File: src/rtl/trainguard_pkg.sv
// Shared types and constants for the coach passenger counter front end.
// Holds the door FSM state enum, occupancy width and default limits.
package trainguard_pkg;

    typedef enum logic [2:0] {
        IDLE,
        IN_A,
        IN_BOTH,
        IN_B,
        OUT_A,
        OUT_BOTH,
        OUT_B,
        WAIT_CLEAR
    } door_state_t;

    localparam int OCC_W         = 4;
    localparam int DEF_LIMIT     = 5;
    localparam int DEF_MAX_COUNT = 15;

endpackage

File: src/rtl/door_sensor_sequencer_if.sv
// Sensor inputs and event/occupancy outputs of the door sequencer.
// master: drives s1_raw/s2_raw, observes pulses, occupancy, over_limit.
// slave:  the sequencer side of the same signals.
interface door_sensor_sequencer_if;
    import trainguard_pkg::*;

    logic             s1_raw;
    logic             s2_raw;
    logic             entry_pulse;
    logic             exit_pulse;
    logic             error_pulse;
    logic [OCC_W-1:0] occupancy;
    logic             over_limit;

    modport master (
        output s1_raw, s2_raw,
        input  entry_pulse, exit_pulse, error_pulse,
        input  occupancy, over_limit
    );

    modport slave (
        input  s1_raw, s2_raw,
        output entry_pulse, exit_pulse, error_pulse,
        output occupancy, over_limit
    );

endinterface

File: src/rtl/sensor_debounce.sv
// 2-FF synchronizer followed by a debounce counter for one beam sensor.
// Ports: clk, reset (async high), raw_i (async level), level_o (clean level).
module sensor_debounce #(
    parameter int DEBOUNCE_CYCLES = 4
) (
    input  logic clk,
    input  logic reset,
    input  logic raw_i,
    output logic level_o
);

    localparam int CW = $clog2(DEBOUNCE_CYCLES + 1);

    logic          sync1_q;
    logic          sync2_q;
    logic          level_q;
    logic          level_d;
    logic [CW-1:0] cnt_q;
    logic [CW-1:0] cnt_d;

    // Level flips on the Nth consecutive differing sample; any
    // agreeing sample restarts the count.
    always_comb begin
        level_d = level_q;
        cnt_d   = '0;
        if (sync2_q != level_q) begin
            if (cnt_q == CW'(DEBOUNCE_CYCLES - 1)) begin
                level_d = sync2_q;
            end else begin
                cnt_d = cnt_q + 1'b1;
            end
        end
    end

    always_ff @(posedge clk or posedge reset) begin
        if (reset) begin
            sync1_q <= 1'b0;
            sync2_q <= 1'b0;
            level_q <= 1'b0;
            cnt_q   <= '0;
        end else begin
            sync1_q <= raw_i;
            sync2_q <= sync1_q;
            level_q <= level_d;
            cnt_q   <= cnt_d;
        end
    end

    assign level_o = level_q;

endmodule

File: src/rtl/door_sensor_sequencer.sv
// Turns two series beam sensors into entry/exit/error pulses and a
// saturating occupancy count with over-limit flag.
// Ports: clk, reset (async high), bus (slave side of the sensor interface).
module door_sensor_sequencer
    import trainguard_pkg::*;
#(
    parameter int DEBOUNCE_CYCLES = 4,
    parameter int TIMEOUT_CYCLES  = 64,
    parameter int LIMIT           = DEF_LIMIT,
    parameter int MAX_COUNT       = DEF_MAX_COUNT
) (
    input  logic                    clk,
    input  logic                    reset,
    door_sensor_sequencer_if.slave  bus
);

    localparam int TW = $clog2(TIMEOUT_CYCLES + 1);

    logic             s1;
    logic             s2;
    logic [1:0]       s;
    door_state_t      state_q, state_d;
    logic [TW-1:0]    timer_q, timer_d;
    logic             entry_q, entry_d;
    logic             exit_q, exit_d;
    logic             error_q, error_d;
    logic [OCC_W-1:0] occ_q, occ_d;
    logic             over_q, over_d;
    logic             active;

    sensor_debounce #(.DEBOUNCE_CYCLES(DEBOUNCE_CYCLES)) u_db1 (
        .clk(clk), .reset(reset), .raw_i(bus.s1_raw), .level_o(s1)
    );

    sensor_debounce #(.DEBOUNCE_CYCLES(DEBOUNCE_CYCLES)) u_db2 (
        .clk(clk), .reset(reset), .raw_i(bus.s2_raw), .level_o(s2)
    );

    assign s = {s1, s2};

    always_comb begin
        state_d = state_q;
        timer_d = timer_q;
        entry_d = 1'b0;
        exit_d  = 1'b0;
        error_d = 1'b0;
        unique case (state_q)
            IDLE: begin
                if (s == 2'b10) state_d = IN_A;
                else if (s == 2'b01) state_d = OUT_A;
                else if (s == 2'b11) begin
                    state_d = WAIT_CLEAR;
                    error_d = 1'b1;
                end
            end
            IN_A: begin
                if (s == 2'b11) state_d = IN_BOTH;
                else if (s == 2'b00) state_d = IDLE;
            end
            IN_BOTH: begin
                if (s == 2'b01) state_d = IN_B;
                else if (s == 2'b10) state_d = IN_A;
                else if (s == 2'b00) begin
                    state_d = WAIT_CLEAR;
                    error_d = 1'b1;
                end
            end
            IN_B: begin
                if (s == 2'b00) begin
                    state_d = IDLE;
                    entry_d = 1'b1;
                end else if (s == 2'b11) state_d = IN_BOTH;
            end
            OUT_A: begin
                if (s == 2'b11) state_d = OUT_BOTH;
                else if (s == 2'b00) state_d = IDLE;
            end
            OUT_BOTH: begin
                if (s == 2'b10) state_d = OUT_B;
                else if (s == 2'b01) state_d = OUT_A;
                else if (s == 2'b00) begin
                    state_d = WAIT_CLEAR;
                    error_d = 1'b1;
                end
            end
            OUT_B: begin
                if (s == 2'b00) begin
                    state_d = IDLE;
                    exit_d  = 1'b1;
                end else if (s == 2'b11) state_d = OUT_BOTH;
            end
            WAIT_CLEAR: begin
                if (s == 2'b00) state_d = IDLE;
            end
            default: state_d = IDLE;
        endcase

        // Timer only runs while a sequence is in flight and restarts
        // whenever the sequence makes progress.
        active = (state_q != IDLE) && (state_q != WAIT_CLEAR);
        if (state_d != state_q) begin
            timer_d = '0;
        end else if (active) begin
            if (timer_q == TW'(TIMEOUT_CYCLES - 1)) begin
                state_d = WAIT_CLEAR;
                error_d = 1'b1;
                timer_d = '0;
            end else begin
                timer_d = timer_q + 1'b1;
            end
        end
    end

    always_comb begin
        occ_d = occ_q;
        if (entry_q && (occ_q != OCC_W'(MAX_COUNT))) begin
            occ_d = occ_q + 1'b1;
        end else if (exit_q && (occ_q != '0)) begin
            occ_d = occ_q - 1'b1;
        end
        over_d = (occ_d > OCC_W'(LIMIT));
    end

    always_ff @(posedge clk or posedge reset) begin
        if (reset) begin
            state_q <= IDLE;
            timer_q <= '0;
            entry_q <= 1'b0;
            exit_q  <= 1'b0;
            error_q <= 1'b0;
            occ_q   <= '0;
            over_q  <= 1'b0;
        end else begin
            state_q <= state_d;
            timer_q <= timer_d;
            entry_q <= entry_d;
            exit_q  <= exit_d;
            error_q <= error_d;
            occ_q   <= occ_d;
            over_q  <= over_d;
        end
    end

    assign bus.entry_pulse = entry_q;
    assign bus.exit_pulse  = exit_q;
    assign bus.error_pulse = error_q;
    assign bus.occupancy   = occ_q;
    assign bus.over_limit  = over_q;

endmodule

File: src/flat_wrapper.sv
// flat-port wrapper written by rule: the top's interface ports become plain ports
module door_sensor_sequencer_flat import trainguard_pkg::*;
#(
    parameter int DEBOUNCE_CYCLES = 4,
    parameter int TIMEOUT_CYCLES  = 64,
    parameter int LIMIT           = DEF_LIMIT,
    parameter int MAX_COUNT       = DEF_MAX_COUNT
)
  (clk, reset, bus_s1_raw, bus_s2_raw, bus_entry_pulse, bus_exit_pulse, bus_error_pulse, bus_occupancy, bus_over_limit);
  door_sensor_sequencer_if bus_i ();
  input  logic clk;
  input  logic reset;
  input wire logic [$bits(bus_i.s1_raw)-1:0] bus_s1_raw;
  input wire logic [$bits(bus_i.s2_raw)-1:0] bus_s2_raw;
  output wire logic [$bits(bus_i.entry_pulse)-1:0] bus_entry_pulse;
  output wire logic [$bits(bus_i.exit_pulse)-1:0] bus_exit_pulse;
  output wire logic [$bits(bus_i.error_pulse)-1:0] bus_error_pulse;
  output wire logic [$bits(bus_i.occupancy)-1:0] bus_occupancy;
  output wire logic [$bits(bus_i.over_limit)-1:0] bus_over_limit;
  assign bus_i.s1_raw = bus_s1_raw;
  assign bus_i.s2_raw = bus_s2_raw;
  assign bus_entry_pulse = bus_i.entry_pulse;
  assign bus_exit_pulse = bus_i.exit_pulse;
  assign bus_error_pulse = bus_i.error_pulse;
  assign bus_occupancy = bus_i.occupancy;
  assign bus_over_limit = bus_i.over_limit;
  door_sensor_sequencer #(.DEBOUNCE_CYCLES(DEBOUNCE_CYCLES), .TIMEOUT_CYCLES(TIMEOUT_CYCLES), .LIMIT(LIMIT), .MAX_COUNT(MAX_COUNT)) u_core (.clk(clk), .reset(reset), .bus(bus_i));
endmodule
File: config.mk
export PLATFORM = sky130hd
export DESIGN_NAME = door_sensor_sequencer_flat
export DESIGN_NICKNAME = d
export VERILOG_FILES = /design/src/rtl/trainguard_pkg.sv /design/src/rtl/door_sensor_sequencer_if.sv /design/src/rtl/sensor_debounce.sv /design/src/rtl/door_sensor_sequencer.sv /design/src/flat_wrapper.sv
export SDC_FILE = /design/constraint.sdc
export NUM_CORES = 1
export LEC_CHECK = 0
export ABC_AREA = 1
export BUFFER_PORTS_ARGS = -buffer_cell sky130_fd_sc_hd__buf_4
export CAP_MARGIN = 10
export CORE_ASPECT_RATIO = 1.2
export CORE_MARGIN = 8
export CORE_UTILIZATION = 23
export CTS_CLUSTER_SIZE = 12
export DETAILED_ROUTE_END_ITERATION = 8
export PLACE_DENSITY = 0.44
export SLEW_MARGIN = 20
export SYNTH_ARGS = -nofsm -noshare
export SYNTH_HDL_FRONTEND = slang
export SYNTH_SLANG_ARGS = --single-unit
File: constraint.sdc
create_clock -name clk -period 3.9 [get_ports clk]
set_clock_uncertainty 0.1 [all_clocks]
set_input_delay 0.78 -clock clk [delete_from_list [all_inputs] [get_ports clk]]
set_output_delay 0.78 -clock clk [all_outputs]
set_load 0.02 [all_outputs]
==> qor.yml, run 1 <==
ys_seq_area_share_pct: 41.7
tns_ps: 0
leakagePower_nw: 0.989
synth_warnings: 0
clock_path_buffers: 2
hold_violations: 0
cts_buffers: 5
critPathMaxStageDelay_ps: 580
relSlewSlack_pct: 40.0
grt_pass1_vias: 1332
area_delta_synth_final_pct: 15.3
synth_seq_cells: 30
fill_cells: 804
syn_nets: 217
clock-sinks: 30
dp_hpwl_mm: 2.73
ys_types: 33
ctsRootBufferMaster: "clkbuf_8"
post_cts_buffers: 0
rows: 35
route.vias.total: 1344
track_usage_pct: 6.46
p_switching_mw: 0.750
outcome: "completed"
cp_max_fo: 9
p_total_mw: 1.63
vdd_drop_max_uv: 338
num_antenna_cells: 0
clk-insertion-delay-late_ps: 280
final_max_slew_viol_count: 0
pwr-share-clk_pct: 19.2
utilization_pct: 27.1
postSynthAreaPerCell_um2: 8.66
finalNetCount: 232
arrival_ps: 1860
finalCritPeriodShare_pct: 46.1
min_period_ps: 1800
holdCritPathClass: "reg2reg"
pwr-share-comb_pct: 49.1
holdBufCountCts: 0
worst_setup_path_start_kind: "flop"
yosysTopAreaCell: "dfrtp_1"
h-tree-depth: 2
cap_violations: 0
tightest_slew_ps: 895
dieArea_um2: 10900
place.gp.congestion: 0.767
via_per_inst: 4.27
grt_pass1_wl_mm: 5.92
grt_max_degree: 27
wl_mm: 3.43
critPathTopFamily: "simple AND/OR/NAND/NOR gates"
finalSetupViolCount: 0
post_drt_wl_per_cell_um: 10.9
synth_cells: 208
drive_gt1_share_pct: 26.9
cp_num_buf_inv: 2
syn_area_um2: 1800
cts_resized: 0
synth.top_cell.area_share_pct: 41.7
cp_slowest_cell: "dfrtp_1"
power_frac_seq_pct: 31.6
cts_tree: "built"
io_buffers: 11
coreArea_um2: 7660
max_clock_freq_mhz: 556
start_util_pct: 23.5
worstPathCellList: "inv_2, nor2_2, nand2_4, nor2_4, nor2_2, nand3_2, nand2_2, nand2_4, inv_2, nand3_2, nand2_1"
crit_type: "reg2reg"
die_w_um: 96.8
rsz0062_at_grt: "false"
die_h_um: 113
ant_nets: 0
io_pins: 12
dr.first_iter.drc_count: 36
cp-end-kind: "flop"
drc_errors: 0
antenna_found_initial: 0
grt-ovfl-total: 0
crit_required_ps: 3960
power.density_nw_per_um2: 783
cts.clk_slew.worst_paths_ps: 60
placed_area_um2: 1970
switching_share_pct: 46.1
ys_top_cells_by_area: "dfrtp_1, nand2_1, inv_1"
fin_area_um2: 2080
drt_pre_antenna_iters: 4
internal-power_mw: 0.878
==> layer usage <==
layer  vias to the layer above  GRT usage (%)  wire (µm)
li1                        696              -          -
met1                       629           7.27       1530
met2                        14           11.3       1760
met3                         5           1.65         81
met4                         0           2.77         60
met5                         -              0          0
==> layout make-up <==
cell class	instances	area [µm²]	area share (%)
multi-input cells	145	898	43.2
flip-flops and latches	30	751	36.1
well taps	92	115	5.54
inverters	29	111	5.36
repair buffers	12	90.1	4.33
clock buffers	6	82.6	3.97
clock inverters	1	30.0	1.44
==> state kept, by name, summed over array words and instances, names as in the netlist, 3 cells and up <==
name                  flops
u_core.bus.occupancy      4
u_core.u_db1.cnt_q        3
u_core.u_db2.cnt_q        3
u_core.state_q            3
u_core.timer_q            7
==> placed cells by master, fill, tap and decap left out, types with 3 or more instances in the layout <==
cell type and count:
nand2_1 45, dfrtp_1 30, inv_1 20, nand3_1 14, nor2_1 13, buf_4 12
nor3_2 7, inv_2 6, a21oi_1 6, clkbuf_8 6, nor2_2 5, nand2_2 5
nor2_4 5, nand3_2 5, o21ai_0 5, xor2_1 5, ha_1 5, nor3_1 4
nand2_4 3, nand4_1 3, nor4_1 3
==> logic make-up (layout without fill, tap and decap cells) <==
group / after synthesis / in the layout / synth area share, %
buffers and inverters: 33 / 48 / 8.47
flip-flops: 30 / 30 / 41.7
AND/OR/NAND/NOR: 119 / 119 / 38.6
XOR/XNOR: 7 / 7 / 3.40
adder cells (fa/ha/maj): 5 / 5 / 3.47
AO/OA/AOI/OAI: 14 / 14 / 4.38
==> path summary, 6_finish.rpt <==
path | slack, ps | depth (start not counted) | start | endpoint
worst min-delay path | 250 | 0 | u_core.u_db2.sync1_q | u_core.u_db2.sync2_q
max in group asynchronous | 2690 | 3 | reset | u_core.u_db2.cnt_q[2]
worst min register to register | 250 | 0 | u_core.u_db2.sync1_q | u_core.u_db2.sync2_q
worst max register to register | 2100 | 11 | u_core.state_q[0] | u_core.bus.error_pulse
worst max-delay path | 2100 | 11 | u_core.state_q[0] | u_core.bus.error_pulse
min in group asynchronous | 490 | 2 | reset | u_core.bus.occupancy[1]
==> metrics by stage <==
step | hold slack (ps) | std cells | setup WS (ps)
after floorplan | 231 | 208 | 2200
after global placement | 231 | 308 | 2050
after detailed placement | 236 | 308 | 2040
after CTS | 251 | 315 | 2050
after global routing | 264 | 315 | 1860
final | 248 | 315 | 2100
==> synth_stat cells, drive strengths merged <==
master	n
nand2	53
dfrtp	30
inv	28
nor2	24
nand3	20
nor3	11
a21oi	6
ha	5
o21ai	5
xor2	5
buf	4
nand4	4
nor4	3
nor3b	2
or2	2
xnor2	2
a21boi	1
a41oi	1
clkinv	1
o211ai	1
==> power groups by stage <==
stage	logic [mW]	registers, mW	clock network [mW]
after floorplan	0.684	0.494	0
after global placement	0.810	0.526	0
after detailed placement	0.818	0.522	0
after CTS	0.820	0.518	0.324
after global routing	0.908	0.532	0.334
final	0.799	0.515	0.313
(Power assumes the default switching activity.)
==> inputs of run 2 (changes only) <==
--- a/config.mk
+++ b/config.mk
@@ -5,7 +5,7 @@
 export SDC_FILE = /design/constraint.sdc
 export NUM_CORES = 1
 export LEC_CHECK = 0
-export ABC_AREA = 1
+export ABC_AREA = 0
 export BUFFER_PORTS_ARGS = -buffer_cell sky130_fd_sc_hd__buf_4
 export CAP_MARGIN = 10
 export CORE_ASPECT_RATIO = 1.2
@@ -13,7 +13,7 @@
 export CORE_UTILIZATION = 23
 export CTS_CLUSTER_SIZE = 12
 export DETAILED_ROUTE_END_ITERATION = 8
-export PLACE_DENSITY = 0.44
+export PLACE_DENSITY = 0.46
 export SLEW_MARGIN = 20
 export SYNTH_ARGS = -nofsm -noshare
 export SYNTH_HDL_FRONTEND = slang
==> constraint.sdc (replaced) <==
create_clock -name clk -period 1.5 [get_ports clk]
set_clock_uncertainty 0.1 [all_clocks]
set_input_delay 0.3 -clock clk [delete_from_list [all_inputs] [get_ports clk]]
set_output_delay 0.3 -clock clk [all_outputs]
set_load 0.02 [all_outputs]
==> run 2 against run 1 <==
Net effect: the run now ends with negative hold slack, negative setup slack left; first-iteration DRC count rose to 2.9 times the previous value; synthesized area down 2.4%; global-route usage up 2.5 points; maximum frequency down 0.90%; non-clock buffer count up 67; cell count up 10%; count of clock-buffer cells in the layout unchanged; total power rose to 3.6 times the previous value; clock power rose to 2.7 times the previous value; cell area up 40%; sequential power up 150%; largest power group unchanged; highest routed layer unchanged.
==> qor.yml, run 2 <==
outcome: "complete, but fails checks"
syn_area_um2: 1760
ant_nets: 0
relSlewSlack_pct: 73.4
cts_tree: "built"
num_antenna_cells: 0
max_clock_freq_mhz: 551
yosys-top-cells-count: "dfrtp_1, a21oi_1, nand2_1, nand3_1, o21ai_0"
clock-sinks: 30
yosysMostFrequentCell: "dfrtp_1"
holdCritPathClass: "in2async"
leakagePower_nw: 1.27
yosysTopAreaCell: "dfrtp_1"
cts.clk_slew.worst_paths_ps: 70
rsz0062_at_grt: "true"
grt_max_degree: 31
p_total_mw: 5.82
fill_cells: 757
worst_setup_path_start_kind: "flop"
clk-insertion-delay-late_ps: 290
synth_flop_cell: "dfrtp_1"
via_per_inst: 4.81
area_delta_synth_final_pct: 65.5
final_common_cell: "buf_4"
hold_violations: 7
dp.cells: 321
grt_pass1_vias: 1679
arrival_ps: 1880
rows: 35
drive_gt1_share_pct: 57.0
critPathMaxStageDelay_ps: 420
top_register: "u_core.timer_q"
power.density_nw_per_um2: 2000
cp-end-kind: "flop"
post_drt_wl_per_cell_um: 13.7
cp_slowest_cell: "dfrtp_2"
synth.top_cell.area_share_pct: 42.7
synth_warnings: 0
ys_types: 52
coreArea_um2: 7530
clock_path_buffers: 2
die_w_um: 95.8
syn_nets: 191
finalSetupViolCount: 9
dieArea_um2: 10700
track_usage_pct: 8.98
holdWs_ps: -2.76
vdd_drop_max_uv: 833
h-tree-depth: 2
drc_errors: 0
final_max_slew_viol_count: 0
critPathTopFamily: "compound AO/OA/AOI/OAI gates"
async_reset_ff_share_pct: 100
io_pins: 12
ctsRootBufferMaster: "clkbuf_8"
cp_max_fo: 3
route.vias.total: 1673
die_h_um: 112
worstPathCellList: "inv_2, ha_4, or3b_4, a31oi_4, a211oi_2, a221o_1"
drt_pre_antenna_iters: 5
place.gp.congestion: 0.847
finalNetCount: 265
timing.final.ws_setup_ps: -316
synth-edff-count: 0
fin_area_um2: 2910
dp_hpwl_mm: 3.11
fin_cells: 348
largest_register_ffs: 7
postSynthAreaPerCell_um2: 9.67
synth_seq_cells: 30
crit_required_ps: 1560
synth_cells: 182
ys_seq_area_share_pct: 42.7
mostFrequentLayoutCells: "buf_4, dfrtp_1, buf_6"
violations: "negative hold slack, negative setup slack"
grt-ovfl-total: 0
wl_mm: 4.76
tightest_slew_ps: 400
grt_pass1_wl_mm: 7.72
finalCritPeriodShare_pct: 121
io_buffers: 11
ys_top_cells_by_area: "dfrtp_1, ha_1, xnor2_1"
antenna_found_initial: 0
cp_num_buf_inv: 1
start_util_pct: 23.4
placed_area_um2: 2320
cap_violations: 0
crit_type: "reg2reg"
dr.first_iter.drc_count: 105
min_period_ps: 1820
cts_buffers: 5
[run 2: changes by cell type after synthesis, moves of 6 or more]
| cell | previous run | this run |
|---|---|---|
| inv_2 | 6 | 0 |
| inv_1 | 21 | 8 |
| nor3_2 | 7 | 1 |
| nand2_1 | 45 | 9 |
| nor2b_1 | 0 | 6 |
| clkbuf_1 | 0 | 7 |
[run 2: cell families (layout without fill, tap and decap cells)]
kind of cell | Yosys count | count (layout) | share of synthesized area (%)
simple gates | 70 | 70 | 24.0
mux | 4 | 4 | 2.42
flops | 30 | 30 | 42.7
fa+ha+maj | 5 | 5 | 3.56
compound gates | 45 | 45 | 18.4
buf+inv | 20 | 94 | 4.98
xor+xnor | 8 | 8 | 3.98
[run 2: per-layer routing]
layer | vias to the layer above | share of wire, % | track usage (%)
met5 | - | 0 | 0
met4 | 0 | 3.3 | 4.62
met3 | 14 | 4.6 | 2.15
met2 | 40 | 53 | 15.1
met1 | 809 | 39 | 10.1
li1 | 810 | - | -
[run 2: path summary, 6_finish.rpt]
| kind | slack (ps) | end | start | cells after the start |
|---|---|---|---|---|
| min | -3 | u_core.bus.entry_pulse | reset | 3 |
| min reg2reg | 250 | u_core.u_db2.sync2_q | u_core.u_db2.sync1_q | 0 |
| max reg2reg | -320 | u_core.bus.over_limit | u_core.bus.occupancy[0] | 6 |
| min in group clk | 20 | u_core.u_db2.sync1_q | bus_s2_raw | 1 |
| max in group asynchronous | 980 | u_core.u_db2.level_o | reset | 3 |
| max | -320 | u_core.bus.over_limit | u_core.bus.occupancy[0] | 6 |
[run 2: final cells by class]
cell class | instances | area [µm²] | share of cell area, %
clock buffers | 6 | 82.6 | 2.84
clock inverters | 1 | 30.0 | 1.03
inverters | 8 | 30.0 | 1.03
multi-input cells | 132 | 1170 | 40.4
flip-flops and latches | 30 | 758 | 26.0
well taps | 92 | 115 | 3.95
repair buffers | 79 | 721 | 24.8
[run 2: stage by stage]
step,TNS [ps],setup slack [ps],utilization [%]
6_report,-1190,-316,38.7
5_1_grt,-1930,-373,38.7
4_1_cts,-1150,-315,36.8
3_5_place_dp,-3000,-323,30.7
3_3_place_gp,-3110,-327,30.7
2_1_floorplan,-1010,-333,-
[run 2: timing repair]
action / CTS / global route
gates cloned: 1 / 0
setup buffers: 18 / 4
pin swaps: 17 / 14
hold buffers: 0 / 0
gates resized for setup: 58 / 22
endpoints found under the setup margin: 16 / 18
[run 2: where the power goes]
group          total (mW)  switching (mW)  leakage [nW]  internal, mW
sequential           1.27           0.239         0.382          1.03
combinational        3.71            1.65         0.832          2.06
clock               0.844           0.314        0.0573         0.531
total                5.82            2.20          1.27          3.62
[run 2: worst min-delay path, cell delays in order]
cell and delay [ps]:
buf_4 110, inv_1 40, buf_4 360
